$ cat config.mk
export PLATFORM = sky130hd
export DESIGN_NAME = mhsa_writeback
export DESIGN_NICKNAME = d
export VERILOG_FILES = /design/src/rtl/mhsa_pkg.sv /design/src/rtl/mhsa_wb_fifo.sv /design/src/rtl/mhsa_writeback.sv
export SDC_FILE = /design/constraint.sdc
export NUM_CORES = 1
export LEC_CHECK = 0
export BUFFER_PORTS_ARGS = -buffer_cell sky130_fd_sc_hd__buf_2
export CAP_MARGIN = 10
export CORE_UTILIZATION = 55
export DETAILED_ROUTE_END_ITERATION = 6
export GPL_TIMING_DRIVEN = 0
export PLACE_DENSITY = 0.8
export SLEW_MARGIN = 0
export SYNTH_ARGS = -nofsm -noshare
export SYNTH_HDL_FRONTEND = slang
export SYNTH_SLANG_ARGS = --single-unit
$ cat constraint.sdc
create_clock -name clk -period 9.8 [get_ports clk]
set_clock_uncertainty 0.2 [all_clocks]
set_input_delay 1.47 -clock clk [delete_from_list [all_inputs] [get_ports clk]]
set_output_delay 1.47 -clock clk [all_outputs]
set_load 0.1 [all_outputs]
$ cat src/rtl/mhsa_pkg.sv
// Shared types and defaults for the MHSA result write-back path.
package mhsa_pkg;

    localparam int unsigned WB_WIDTH_DEFAULT = 64;

    typedef enum logic [1:0] {
        IDLE = 2'd0,
        RUN  = 2'd1,
        DONE = 2'd2
    } wb_state_t;

endpackage

$ cat src/rtl/mhsa_wb_fifo.sv
// Two-entry FIFO decoupling bar SRAM read data from the external write port.
module mhsa_wb_fifo #(
    parameter int unsigned WIDTH = mhsa_pkg::WB_WIDTH_DEFAULT
) (
    input  logic             clk,
    input  logic             rst_n,
    input  logic             push,
    input  logic [WIDTH-1:0] push_data,
    input  logic             pop,
    output logic [WIDTH-1:0] head,
    output logic [1:0]       count,
    output logic             empty,
    output logic             full
);

    logic [WIDTH-1:0] mem [2];
    logic             wr_ptr;
    logic             rd_ptr;

    // Storage, pointers and occupancy; push and pop together leave count unchanged.
    always_ff @(posedge clk or negedge rst_n) begin
        if (!rst_n) begin
            mem[0] <= '0;
            mem[1] <= '0;
            wr_ptr <= 1'b0;
            rd_ptr <= 1'b0;
            count  <= '0;
        end else begin
            if (push) begin
                mem[wr_ptr] <= push_data;
                wr_ptr      <= ~wr_ptr;
            end
            if (pop) begin
                rd_ptr <= ~rd_ptr;
            end
            case ({push, pop})
                2'b10:   count <= count + 2'd1;
                2'b01:   count <= count - 2'd1;
                default: count <= count;
            endcase
        end
    end

    // Head word and occupancy flags.
    always_comb begin
        head  = mem[rd_ptr];
        empty = (count == 2'd0);
        full  = (count == 2'd2);
    end

endmodule

$ cat src/rtl/mhsa_writeback.sv
// Streams NUM_WORDS result words from the bar SRAM to an external
// valid/ready write port at consecutive byte addresses from output_base.
module mhsa_writeback #(
    parameter int unsigned WIDTH     = mhsa_pkg::WB_WIDTH_DEFAULT,
    parameter int unsigned NUM_WORDS = 256,
    parameter int unsigned SRC_BASE  = 0
) (
    input  logic             clk,
    input  logic             rst_n,
    input  logic             start,
    output logic             done,
    input  logic [31:0]      output_base,
    output logic [31:0]      sram_addr,
    input  logic [WIDTH-1:0] sram_data_out,
    output logic             wr_valid,
    input  logic             wr_ready,
    output logic [31:0]      wr_addr,
    output logic [WIDTH-1:0] wr_data,
    output logic             wr_last
);
    import mhsa_pkg::*;

    localparam logic [16:0] WORDS    = 17'(NUM_WORDS);
    localparam logic [16:0] LAST_IDX = 17'(NUM_WORDS - 1);
    localparam logic [31:0] BYTES    = 32'(WIDTH / 8);
    localparam logic [31:0] SRC      = 32'(SRC_BASE);

    wb_state_t        state_q, state_d;
    logic [31:0]      base_q;
    logic [31:0]      sram_addr_q;
    logic [31:0]      rd_addr;
    logic [16:0]      rd_idx_q;
    logic [16:0]      wr_idx_q;
    logic             inflight_q;
    logic [1:0]       fifo_count;
    logic             fifo_empty;
    logic             fifo_full;
    logic [WIDTH-1:0] fifo_head;
    logic             accept;
    logic             issue;
    logic             pop;
    logic             last_hs;
    logic [2:0]       occupancy;

    // Handshake and read-issue qualifiers shared by the FSM and the datapath.
    always_comb begin
        accept    = (state_q == IDLE) && start;
        pop       = !fifo_empty && wr_ready;
        last_hs   = pop && (wr_idx_q == LAST_IDX);
        // a pop this cycle frees its slot before the new read returns, so it
        // is credited here; this keeps one word per cycle without overflow
        occupancy = 3'(fifo_count) + 3'(inflight_q) - 3'(pop);
        issue     = (state_q == RUN) && (rd_idx_q < WORDS) && (occupancy < 3'd2);
        rd_addr   = SRC + 32'(rd_idx_q);
    end

    // State register.
    always_ff @(posedge clk or negedge rst_n) begin
        if (!rst_n) begin
            state_q <= IDLE;
        end else begin
            state_q <= state_d;
        end
    end

    // Next-state: start is only looked at in IDLE and (to leave) in DONE.
    always_comb begin
        state_d = state_q;
        case (state_q)
            IDLE:    if (start)   state_d = RUN;
            RUN:     if (last_hs) state_d = DONE;
            DONE:    if (!start)  state_d = IDLE;
            default: state_d = IDLE;
        endcase
    end

    // Latched base, read/write indices, inflight flag and held read address.
    always_ff @(posedge clk or negedge rst_n) begin
        if (!rst_n) begin
            base_q      <= '0;
            rd_idx_q    <= '0;
            wr_idx_q    <= '0;
            inflight_q  <= 1'b0;
            sram_addr_q <= '0;
        end else begin
            inflight_q <= issue;
            if (accept) begin
                base_q   <= output_base;
                rd_idx_q <= '0;
                wr_idx_q <= '0;
            end else begin
                if (issue) rd_idx_q <= rd_idx_q + 17'd1;
                if (pop)   wr_idx_q <= wr_idx_q + 17'd1;
            end
            if (issue) begin
                sram_addr_q <= rd_addr;
            end else if (state_d != RUN) begin
                sram_addr_q <= '0;
            end
        end
    end

    // Outputs: write port is gated by FIFO occupancy so it reads zero when idle.
    always_comb begin
        done      = (state_q == DONE);
        sram_addr = issue ? rd_addr : sram_addr_q;
        wr_valid  = !fifo_empty;
        wr_data   = wr_valid ? fifo_head : '0;
        wr_addr   = wr_valid ? (base_q + 32'(wr_idx_q) * BYTES) : '0;
        wr_last   = wr_valid && (wr_idx_q == LAST_IDX);
    end

    mhsa_wb_fifo #(
        .WIDTH(WIDTH)
    ) u_fifo (
        .clk      (clk),
        .rst_n    (rst_n),
        .push     (inflight_q),
        .push_data(sram_data_out),
        .pop      (pop),
        .head     (fifo_head),
        .count    (fifo_count),
        .empty    (fifo_empty),
        .full     (fifo_full)
    );

    // A returning read must always find a free FIFO slot.
    assert property (@(posedge clk) disable iff (!rst_n) !(fifo_full && inflight_q));

endmodule

==> results.md, run 1 <==
- Critical path data arrival time: 4.76 ns
- Relative slew margins: 0.336
- Final Core Density: 0.684
- Initial standard-cell utilization of the core: 0.561
- First-pass GRT wire length: approximately 40000 microns
- Area of the multi-input gates: between 0.005 and 0.006 sq mm
- TritonRoute pass-1 iters: 5
- Unrepaired setup endpoints after global routing: false
- Post-route clock period utilization: 0.657
- Crit end category: output port
- Maximum buffer depth of the clock tree: 3
- Die X-Extent: between 100 and 150 microns
- Total via count after detailed routing: approximately 8100
- Clk pin slew, worst setup/hold paths: about 0.06 ns
- Async set-reset flop share out of synthesis: 1.00
- CP startpoint kind: flip-flop
- Post-synthesis cell type with the largest combined area: sky130_fd_sc_hd__dfrtp_1
- Antenna-violating nets left: 0
- Crit Reg-Reg Startpoint: u_fifo.count[0]$_DFFE_PN0P_
- DRC Markers: 0
- Critical path, cell by cell: nor2_1, inv_2, nand2_1, inv_2, ha_1, nor2_1, fa_1, nor4_1, and4_1, buf_2, buf_2, nand2_1, nand2_1, buf_2
- Placed wire-length estimate: around 18000 microns
- Final Hold Fails: 0
- Transition time at the pin with the least slew margin: 0.992 ns
- Number of setup violations in the final report: 0
- Worst path bufs/invs: 5
- Floorplan Core Area: 0.0195 sq mm
- Critical setup path kind: reg2out
- Total global routing overflow: 0
- Share of post-route cells with drive strength above 1: 0.376
- Weighted congestion at the end of routability-driven global placement: approximately 0.91
- Number of max-capacitance violations reported: 0
- Number of design-rule violations left by the first detailed-router iteration: ~320
- Initial antenna violation count: 2
- Crit path largest cell delay: 0.66 ns
- Number of ports placed on the die boundary: approximately 230
- Maximum clock frequency: around 160 MHz
- Worst hold slack across all endpoints: roughly 0.28 ns
- Synthesized area per cell: 11.4 sq um
- Number of buffers added for setup after CTS: 0
- Sequential cell area fraction in the yosys report: 0.498
- Count of buffers from port buffering: around 220
- Number of clock sinks: ~220
- Relative area change from synthesis to final layout: 21.9%
- Outcome: complete, no violations
- Number of nets in the finished design: about 1300
- Root Buffer: sky130_fd_sc_hd__clkbuf_16
- Distinct cells, synth: 61
- Number of clock buffers inserted by TritonCTS: 24
- TritonCTS clock tree: yes
- CP required: 8.13 ns
- Netlist area before placement: between 0.01 and 0.015 sq mm
- Number of enable flip-flop cells after synthesis: 0
- Worst Setup SP: u_fifo.count[0]$_DFFE_PN0P_
- Yosys reg bits: ~220
- Via density: 5.36
- Count of warnings emitted by yosys: 0
- Clock period minus worst slack: 6.43 ns
- Maximum fanout along the worst path: 10
- Setup TNS after final layout: 0 ns
- Most instantiated flip-flop cell in the synthesis netlist: sky130_fd_sc_hd__dfrtp_1
- Die area: slightly above 0.02 sq mm
- Number of slew-limit violations in the final report: 0
- Number of instances in the synthesized netlist: 960
- Cell family contributing the most delay on the critical path: simple AND/OR/NAND/NOR gates
- Storage cell area: between 0.005 and 0.006 sq mm
- Synth top area cells: sky130_fd_sc_hd__dfrtp_1 50%, sky130_fd_sc_hd__mux2_2 16%, sky130_fd_sc_hd__mux2i_1 6.2%
- Via count of the first global-routing pass: between 8000 and 9000
- Post-cts gate resize count: 0
- Number of levels in the clock H-tree: 1
- Routed wire per std cell: approximately 17 microns
- Chip height: about 140 microns
- Layout filler cell count: 1507
- Total global-route track usage: 0.248
- Count of hold buffers inserted by post-cts repair: 0
- Largest net degree at the start of global routing: 95
- Class of the worst hold path: reg2reg
- Launch point of the worst hold path: sram_addr_q[2]$_DFFE_PN0P_
- Slowest stage cell, crit path: sky130_fd_sc_hd__nor2_1
- Latest clock arrival within the worst-skew pair: approximately 0.53 ns
- Area share of the leading cell type in the synthesized netlist: 0.498
- Number of placement rows: 51
- DRT Wirelength: approximately 25000 microns
## cell type report
cell class                 count  share of cell area
timing repair buffer         217              0.0854
antenna                        5            0.000937
multi-input combinational    682               0.389
inverter                      15             0.00422
clock buffer                  33              0.0520
tap                          265              0.0248
clock inverter                11              0.0123
sequential                   218               0.409
buffer                        59              0.0230
## cells in the mapped netlist, drive strengths merged (6+ instances only)
| master | n |
|---|---|
| nor3 | 16 |
| nand3 | 15 |
| inv | 15 |
| nand2 | 58 |
| buf | 39 |
| nand4 | 13 |
| a211oi | 6 |
| nor2b | 12 |
| mux2 | 158 |
| xnor2 | 17 |
| clkbuf | 20 |
| nor2 | 113 |
| o21ai | 15 |
| ha | 21 |
| a22o | 7 |
| dfrtp | 218 |
| mux2i | 68 |
| and2 | 31 |
| a21oi | 28 |
| xor2 | 23 |
| and3 | 8 |
| a21o | 6 |
| o21a | 9 |
## state kept, by name (all words and copies together), names as in the netlist
signal,cells
base_q,32
inflight_q,1
rd_idx_q,17
sram_addr_q,17
state_q,2
u_fifo.count,2
u_fifo.mem,128
u_fifo.rd_ptr,1
u_fifo.wr_ptr,1
wr_idx_q,17
## per-layer routing
layer | track usage | routed length (microns) | vias to the layer above
met5 | 0 | 16 | -
met2 | 0.410 | 12100 | 238
met1 | 0.309 | 10400 | 3922
met3 | 0.0698 | 1810 | 63
li1 | - | - | 3840
met4 | 0.0928 | 845 | 2
## placed cells by master (no fill, tap or decap), types with 6 or more instances in the layout
cell type / Yosys / routed
sky130_fd_sc_hd__nand4_1: 11 / 11
sky130_fd_sc_hd__mux2i_1: 68 / 68
sky130_fd_sc_hd__conb_1: 1 / 15
sky130_fd_sc_hd__mux2_2: 158 / 158
sky130_fd_sc_hd__nor2_1: 113 / 113
sky130_fd_sc_hd__nor3_1: 15 / 15
sky130_fd_sc_hd__inv_1: 13 / 13
sky130_fd_sc_hd__clkbuf_1: 19 / 22
sky130_fd_sc_hd__xor2_1: 23 / 23
sky130_fd_sc_hd__xnor2_1: 17 / 17
sky130_fd_sc_hd__and3_1: 7 / 7
sky130_fd_sc_hd__nand3_1: 15 / 15
sky130_fd_sc_hd__nand2_1: 58 / 58
sky130_fd_sc_hd__and2_1: 31 / 31
sky130_fd_sc_hd__buf_2: 16 / 230
sky130_fd_sc_hd__o21ai_0: 13 / 13
sky130_fd_sc_hd__a21oi_1: 27 / 27
sky130_fd_sc_hd__nor2b_1: 12 / 12
sky130_fd_sc_hd__ha_1: 21 / 21
sky130_fd_sc_hd__clkbuf_8: 0 / 6
sky130_fd_sc_hd__a22o_1: 7 / 7
sky130_fd_sc_hd__buf_1: 7 / 7
sky130_fd_sc_hd__o21a_1: 9 / 9
sky130_fd_sc_hd__dfrtp_1: 218 / 218
sky130_fd_sc_hd__buf_4: 15 / 15
sky130_fd_sc_hd__clkbuf_16: 0 / 24
## path summary, 6_finish.rpt
kind,slack [ns],to,cells after the start
worst max-delay path,3.37,sram_addr[3],14
worst min-delay path,0.28,sram_addr_q[2]$_DFFE_PN0P_,1
worst max register to register,5.41,sram_addr_q[15]$_DFFE_PN0P_,12
worst min register to register,0.28,sram_addr_q[2]$_DFFE_PN0P_,1
max in group asynchronous,7.56,base_q[18]$_DFFE_PN0P_,3
min in group asynchronous,0.65,u_fifo.mem[71]$_DFFE_PN0P_,1
## through the flow
| stage | setup slack (ns) | instance area (sq um) | cells |
|---|---|---|---|
| final | 3.37 | 13400 | 1505 |
| after CTS | 3.37 | 13300 | 1500 |
| after global routing | 2.96 | 13300 | 1501 |
| after detailed placement | 3.71 | 12500 | 1456 |
| after floorplan | 3.59 | 11000 | 974 |
| after global placement | 3.34 | 12400 | 1454 |
## cell families after synthesis
logic type	synth area share
adder cells (fa/ha/maj)	0.0276
flip-flops	0.498
AO/OA/AOI/OAI	0.0583
multiplexers	0.224
AND/OR/NAND/NOR	0.126
other	0.000342
XOR/XNOR	0.0320
buffers and inverters	0.0331
Power of run 1 is not shown: default switching activity piles up to over one toggle a cycle in this logic, so the estimate is an artifact.
==> run 2, diff against run 1 <==
--- a/config.mk
+++ b/config.mk
@@ -5,12 +5,13 @@
 export SDC_FILE = /design/constraint.sdc
 export NUM_CORES = 1
 export LEC_CHECK = 0
+export ABC_AREA = 1
 export BUFFER_PORTS_ARGS = -buffer_cell sky130_fd_sc_hd__buf_2
 export CAP_MARGIN = 10
-export CORE_UTILIZATION = 55
+export CORE_UTILIZATION = 50
 export DETAILED_ROUTE_END_ITERATION = 6
 export GPL_TIMING_DRIVEN = 0
-export PLACE_DENSITY = 0.8
+export PLACE_DENSITY = 0.76
 export SLEW_MARGIN = 0
 export SYNTH_ARGS = -nofsm -noshare
 export SYNTH_HDL_FRONTEND = slang
==> constraint.sdc (replaced) <==
create_clock -name clk -period 5.45 [get_ports clk]
set_clock_uncertainty 0.2 [all_clocks]
set_input_delay 0.8175 -clock clk [delete_from_list [all_inputs] [get_ports clk]]
set_output_delay 0.8175 -clock clk [all_outputs]
set_load 0.1 [all_outputs]
==> run 2 against run 1 <==
  * Highest routed layer is now met4
  * Global-route usage up 1.2 points
  * Via count up 35%
  * Utilization down 7.1 points
  * Synthesized cell count up 65%
  * Largest cell class unchanged
==> results.md, run 2 <==
- Via density: approximately 5.1
- Synth top area cells: sky130_fd_sc_hd__dfrtp_1 47%, sky130_fd_sc_hd__nand2_1 18%, sky130_fd_sc_hd__o21ai_0 7.0%
- Final Worst Setup Slack: about 0.80 ns
- Depth of the most critical reg-to-reg path: 15
- Initial antenna violation count: 5
- Async set-reset flop share out of synthesis: 1.00
- Critical setup path kind: reg2out
- Synthesized area per cell: approximately 7.3 sq um
- Number of clock buffers inserted by TritonCTS: 24
- Count of buffers from port buffering: 215
- Post-route clock period utilization: 0.853
- Die area: 0.0236 sq mm
- Clock period minus worst slack: around 4.6 ns
- CP startpoint kind: flip-flop
- Netlist area before placement: between 0.01 and 0.015 sq mm
- TritonCTS clock tree: yes
- Most instantiated flip-flop cell in the synthesis netlist: sky130_fd_sc_hd__dfrtp_1
- Most Frequent Cell on Critical Path: sky130_fd_sc_hd__nor2_1
- Slowest stage cell, crit path: sky130_fd_sc_hd__fa_1
- Outcome: complete, no violations
- Floorplan Core Area: about 0.023 sq mm
- Via count of the first global-routing pass: 10200
- Placed wire-length estimate: around 22000 microns
- DRT Wirelength: 30600 microns
- Setup TNS after final layout: 0 ns
- Count of hold buffers inserted by post-cts repair: 0
- Cell family contributing the most delay on the critical path: simple AND/OR/NAND/NOR gates
- Unrepaired setup endpoints after global routing: false
- Count of warnings emitted by yosys: 0
- TritonRoute pass-1 iters: 7
- Antenna-violating nets left: 0
- Transition time at the pin with the least slew margin: 0.715 ns
- Critical path data arrival time: 3.63 ns
- Crit path largest cell delay: ~0.45 ns
- Share of post-route cells with drive strength above 1: 0.162
- Reg with most FFs: u_fifo.mem
- Top-count cell post-synth: sky130_fd_sc_hd__nand2_1
- Worst path bufs/invs: 5
- Final Core Density: 0.613
- Maximum buffer depth of the clock tree: 3
- Number of clock sinks: around 220
- Total via count after detailed routing: between 10000 and 15000
- Maximum clock frequency: about 220 MHz
- Number of levels in the clock H-tree: 1
- Total global routing overflow: 0
- Number of buffers added for setup after CTS: 0
- Largest net degree at the start of global routing: between 80 and 90
- First-pass GRT wire length: between 50000 and 60000 microns
- Number of slew-limit violations in the final report: 0
- Maximum fanout along the worst path: 10
- Latest clock arrival within the worst-skew pair: around 0.53 ns
- Crit end category: output port
- Number of enable flip-flop cells after synthesis: 0
- Number of ports placed on the die boundary: 231
- Most common cell after layout, fill and taps aside: sky130_fd_sc_hd__nand2_1
- Sequential cell area fraction in the yosys report: 0.474
- Number of max-capacitance violations reported: 0
- Critical path, cell by cell: inv_1, nand2_4, nand2_4, inv_1, ha_1, nor2_1, fa_1, nor2_1, nand3_1, nor2_1, nand2_2, inv_2, buf_6, nand2_1, nand2_1, buf_2
- Number of instances in the synthesized netlist: 1587
- Relative slew margins: 0.523
- Initial standard-cell utilization of the core: 0.509
- Area share of the leading cell type in the synthesized netlist: 0.474
- Post-cts gate resize count: 0
- Total global-route track usage: 0.261
- Number of nets in the finished design: approximately 2000
- Max FFs per register: between 100 and 150
- Yosys reg bits: approximately 220
- Die X-Extent: 154 microns
- Chip height: between 150 and 200 microns
- Post-synthesis cell type with the largest combined area: sky130_fd_sc_hd__dfrtp_1
- Routed wire per std cell: 14.2 microns
- R2r setup slk: about 2.4 ns
- Class of the worst hold path: in2async
- Final Hold Fails: 0
- Relative area change from synthesis to final layout: 20.4%
- DRC Markers: 0
- Cell count along the critical path: 16
- Distinct cells, synth: 43
- CP required: between 4 and 5 ns
- Number of design-rule violations left by the first detailed-router iteration: 842
- Crit Reg-Reg Startpoint: u_fifo.count[1]$_DFFE_PN0P_
- Number of setup violations in the final report: 0
- Root Buffer: sky130_fd_sc_hd__clkbuf_16
- Clk pin slew, worst setup/hold paths: 0.06 ns
- Pre-CTS setup slack: about 1.1 ns
- Largest registers: u_fifo.mem (128), base_q (32)
- Commonest cells after routing, fill and taps aside: 564 x sky130_fd_sc_hd__nand2_1, 225 x sky130_fd_sc_hd__buf_2, 218 x sky130_fd_sc_hd__dfrtp_1, 203 x sky130_fd_sc_hd__inv_1, 162 x sky130_fd_sc_hd__o21ai_0
- Worst reg2reg endpoint: sram_addr_q[0]$_DFFE_PN0P_
- Worst hold slack across all endpoints: 0.00161 ns
- Layout filler cell count: between 2000 and 2500
- Commonest cells in the netlist: 564 x sky130_fd_sc_hd__nand2_1, 218 x sky130_fd_sc_hd__dfrtp_1, 203 x sky130_fd_sc_hd__inv_1, 162 x sky130_fd_sc_hd__o21ai_0, 121 x sky130_fd_sc_hd__nor2_1
- Weighted congestion at the end of routability-driven global placement: about 0.9
- Number of placement rows: 55
run 2: cell types whose count changed in the layout (fill, tap and decap cells not counted), sizes merged, moves of 18 or more:
cell / change
and2: -31
nand3: +36
o21ai: +150
xor2: -18
inv: +192
mux2: -158
a21oi: +67
mux2i: -68
clkbuf: +31
nand2: +513
run 2: metrics by stage:
stage | cell area [sq um] | cells
6_report | 13900 | 2149
5_1_grt | 13900 | 2147
4_1_cts | 13900 | 2144
3_5_place_dp | 13100 | 2103
3_3_place_gp | 13000 | 2101
2_1_floorplan | 11600 | 1601
run 2: cell families (layout without fill, tap and decap cells):
group | Yosys count | count (layout) | synth area share
buffers and inverters | 290 | 548 | 0.102
XOR/XNOR | 11 | 11 | 0.00837
adder cells (fa/ha/maj) | 23 | 23 | 0.0263
AND/OR/NAND/NOR | 776 | 776 | 0.270
AO/OA/AOI/OAI | 268 | 268 | 0.120
flip-flops | 218 | 218 | 0.474
other | 1 | 20 | 0.000326
run 2: how the worst max path moves through the flow:
stage                                      startpoint                    endpoint  slack [ns]
after global routing      u_fifo.count[1]$_DFFE_PN0P_                sram_addr[6]        0.56
final                     u_fifo.count[1]$_DFFE_PN0P_                sram_addr[7]        0.80
after global placement                          rst_n  sram_addr_q[4]$_DFFE_PN0P_       -0.42
after CTS                 u_fifo.count[1]$_DFFE_PN0P_                sram_addr[5]        0.76
after floorplan                              wr_ready               sram_addr[10]        0.77
after detailed placement                     wr_ready                sram_addr[5]        1.07
run 2: per-layer routing:
metal  routed length, microns  vias up  track usage
met2                    14200      310        0.418
met5                        0        -            0
met4                      951        0       0.0890
met3                     1580       64       0.0318
li1                         -     5422            -
met1                    13800     5112        0.366
run 2: cell type report:
class,count,area [sq um],area share
Clock inverter,6,108,0.00776
Multi-Input combinational cell,1093,4940,0.356
Clock buffer,35,682,0.0492
Antenna cell,5,12.5,0.000902
Sequential cell,218,5460,0.393
Timing Repair Buffer,217,1140,0.0823
Buffer,81,385,0.0278
Tap cell,285,357,0.0257
Inverter,209,785,0.0566
Power of run 2 is left out for the same reason.
==> run 3, diff against run 2 <==
--- a/config.mk
+++ b/config.mk
@@ -11,7 +11,7 @@
 export CORE_UTILIZATION = 50
 export DETAILED_ROUTE_END_ITERATION = 6
 export GPL_TIMING_DRIVEN = 0
-export PLACE_DENSITY = 0.76
+export PLACE_DENSITY = 0.74
 export SLEW_MARGIN = 0
 export SYNTH_ARGS = -nofsm -noshare
 export SYNTH_HDL_FRONTEND = slang
==> constraint.sdc (replaced) <==
create_clock -name clk -period 5.45 [get_ports clk]
set_clock_uncertainty 0.2 [all_clocks]
set_input_delay 0.8175 -clock clk [delete_from_list [all_inputs] [get_ports clk]]
set_output_delay 0.8175 -clock clk [all_outputs]
set_load 0.05 [all_outputs]
==> run 3 against run 2 <==
  * Sequential cell count stayed put
  * Routed wire length decreased by 0.58%
  * Global-route usage increased by 0.21 points
  * Non-clock buffer count decreased by 1
  * Sequential share of layout area grew 0.11 points
  * Final cell count about the same
  * First-iteration DRC count down 4.9%
  * Hold slack gained 0.19 ns
  * Design area decreased by 0.27%
  * Critical path depth stayed put
  * Die area stayed put
  * Utilization decreased by 0.17 points
  * Highest routed layer unchanged
==> results.md, run 3 (synthesized netlist as in run 2, its figures left out) <==
- Outcome: complete, no violations
- Total global routing overflow: 0
- Layout filler cell count: between 2000 and 2500
- Critical setup path kind: reg2out
- Floorplan Core Area: 0.0226 sq mm
- Max FFs per register: roughly 130
- Transition time at the pin with the least slew margin: between 0.9 and 1 ns
- Maximum fanout along the worst path: 10
- Via count of the first global-routing pass: 10400
- Class of the worst hold path: in2async
- Die X-Extent: about 150 microns
- Number of clock sinks: around 220
- Area of the multi-input gates: approximately 0.005 sq mm
- DRT Wirelength: 30400 microns
- Placed wire-length estimate: approximately 22000 microns
- Total via count after detailed routing: 10900
- Number of setup violations in the final report: 0
- Final Worst Setup Slack: 0.972 ns
- First-pass GRT wire length: about 51000 microns
- Share of post-route cells with drive strength above 1: 0.164
- Number of slew-limit violations in the final report: 0
- CP required: 4.43 ns
- Count of hold buffers inserted by post-cts repair: 0
- Post-route clock period utilization: 0.822
- TritonCTS clock tree: yes
- DRC Markers: 0
- Critical path data arrival time: approximately 3.5 ns
- Final Hold Fails: 0
- Chip height: 154 microns
- Unrepaired setup endpoints after global routing: false
- Count of buffers from port buffering: 215
- Antenna-violating nets left: 0
- Number of max-capacitance violations reported: 0
- Reported leakage power: between 7 and 8 nW
- Root Buffer: sky130_fd_sc_hd__clkbuf_16
- Final Core Density: 0.611
- CP startpoint kind: flip-flop
- Pre-CTS setup slack: about 1.2 ns
- Number of ports placed on the die boundary: about 230
- Relative slew margins: 0.383
- Routed wire per std cell: roughly 14 microns
- Largest net degree at the start of global routing: between 100 and 150
- Number of clock buffers inserted by TritonCTS: 24
- TritonRoute pass-1 iters: 6
- Total global-route track usage: 0.263
- Latest clock arrival within the worst-skew pair: 0.52 ns
- Number of levels in the clock H-tree: 1
- Initial antenna violation count: 3
- Maximum buffer depth of the clock tree: 3
- Crit end category: output port
- Reg with most FFs: u_fifo.mem
- Power density over cell area: ~670 mW/mm^2
- Storage cell area: approximately 0.0055 sq mm
- Number of design-rule violations left by the first detailed-router iteration: 801
- Number of placement rows: 55
- Weighted congestion at the end of routability-driven global placement: just over 0.9
- Relative area change from synthesis to final layout: 20.1%
- Commonest cells after routing, fill and taps aside: 564 x sky130_fd_sc_hd__nand2_1, 225 x sky130_fd_sc_hd__buf_2, 218 x sky130_fd_sc_hd__dfrtp_1, 203 x sky130_fd_sc_hd__inv_1, 162 x sky130_fd_sc_hd__o21ai_0
- Largest registers: u_fifo.mem (128), base_q (32)
- Most common cell after layout, fill and taps aside: sky130_fd_sc_hd__nand2_1
- Die area: 0.0236 sq mm
- Number of buffers added for setup after CTS: 0
- Maximum clock frequency: about 220 MHz
- Initial standard-cell utilization of the core: 0.509
- Via density: between 5 and 6
- IR drop worst, VDD: 0.457 mV
- Number of nets in the finished design: 1966
- Clk pin slew, worst setup/hold paths: ~0.06 ns
- Post-cts gate resize count: 0
- Clock period minus worst slack: between 4 and 5 ns
[run 3: worst paths after layout]
kind / cells past startpoint / endpoint / slack, ns / start
max in group asynchronous: 2 / u_fifo.mem[123]$_DFFE_PN0P_ / 3.87 / rst_n
min: 1 / u_fifo.mem[19]$_DFFE_PN0P_ / 0.19 / rst_n
min in group clk: 2 / u_fifo.mem[57]$_DFFE_PN0P_ / 0.28 / u_fifo.mem[57]$_DFFE_PN0P_
max: 16 / sram_addr[16] / 0.97 / u_fifo.count[1]$_DFFE_PN0P_
min reg2reg: 2 / u_fifo.mem[57]$_DFFE_PN0P_ / 0.28 / u_fifo.mem[57]$_DFFE_PN0P_
max reg2reg: 16 / rd_idx_q[5]$_DFFE_PN0P_ / 2.40 / u_fifo.count[1]$_DFFE_PN0P_
[run 3: report_power, final]
part | switching (mW) | leakage, nW | internal, mW
combinational | 3.76 | 4.66 | 1.21
clock | 0.665 | 0.394 | 0.948
sequential | 0.372 | 2.69 | 2.26
total | 4.80 | 7.74 | 4.42
[run 3: critical path, cell delays in order (launching register included)]
cell                      delay [ns]
sky130_fd_sc_hd__dfrtp_1        0.40
sky130_fd_sc_hd__inv_1          0.18
sky130_fd_sc_hd__nand2_4        0.11
sky130_fd_sc_hd__nand2_4        0.15
sky130_fd_sc_hd__inv_1          0.11
sky130_fd_sc_hd__ha_1           0.28
sky130_fd_sc_hd__nor2_1         0.13
sky130_fd_sc_hd__fa_1           0.45
sky130_fd_sc_hd__nor2_1         0.12
sky130_fd_sc_hd__nand3_1        0.09
sky130_fd_sc_hd__nor2_1         0.14
sky130_fd_sc_hd__nand2_2        0.10
sky130_fd_sc_hd__inv_2          0.11
sky130_fd_sc_hd__buf_6          0.14
sky130_fd_sc_hd__buf_4          0.17
sky130_fd_sc_hd__nor2_1         0.05
sky130_fd_sc_hd__buf_2          0.20
[run 3: stage by stage]
stage / total power, mW / instances / area (sq um) / hold WS [ns] / setup TNS [ns]
after CTS: 9.26 / 2146 / 13800 / 0.232 / 0
after global placement: 7.53 / 2101 / 13000 / 0.265 / -88.39
after floorplan: 6.36 / 1601 / 11600 / 0.253 / 0
after global routing: 9.81 / 2148 / 13800 / 0.276 / 0
final: 9.22 / 2150 / 13800 / 0.191 / 0
after detailed placement: 7.61 / 2102 / 13000 / 0.273 / 0
[run 3: area by class of cell]
cell class,instances,share of cell area
timing repair buffer,216,0.0805
clock buffer,32,0.0478
clock inverter,12,0.00878
inverter,209,0.0567
multi-input combinational,1093,0.357
tap,285,0.0258
buffer,81,0.0279
sequential,218,0.394
antenna,4,0.000724
[run 3: per-layer routing]
| metal | vias to the layer above | GRT usage | routed length [microns] |
|---|---|---|---|
| li1 | 5414 | - | - |
| met1 | 5111 | 0.374 | 14000 |
| met2 | 346 | 0.410 | 13700 |
| met3 | 64 | 0.0313 | 1530 |
| met4 | 0 | 0.103 | 1140 |
| met5 | - | 0 | 0 |
Power figures use the tool's default switching activity.
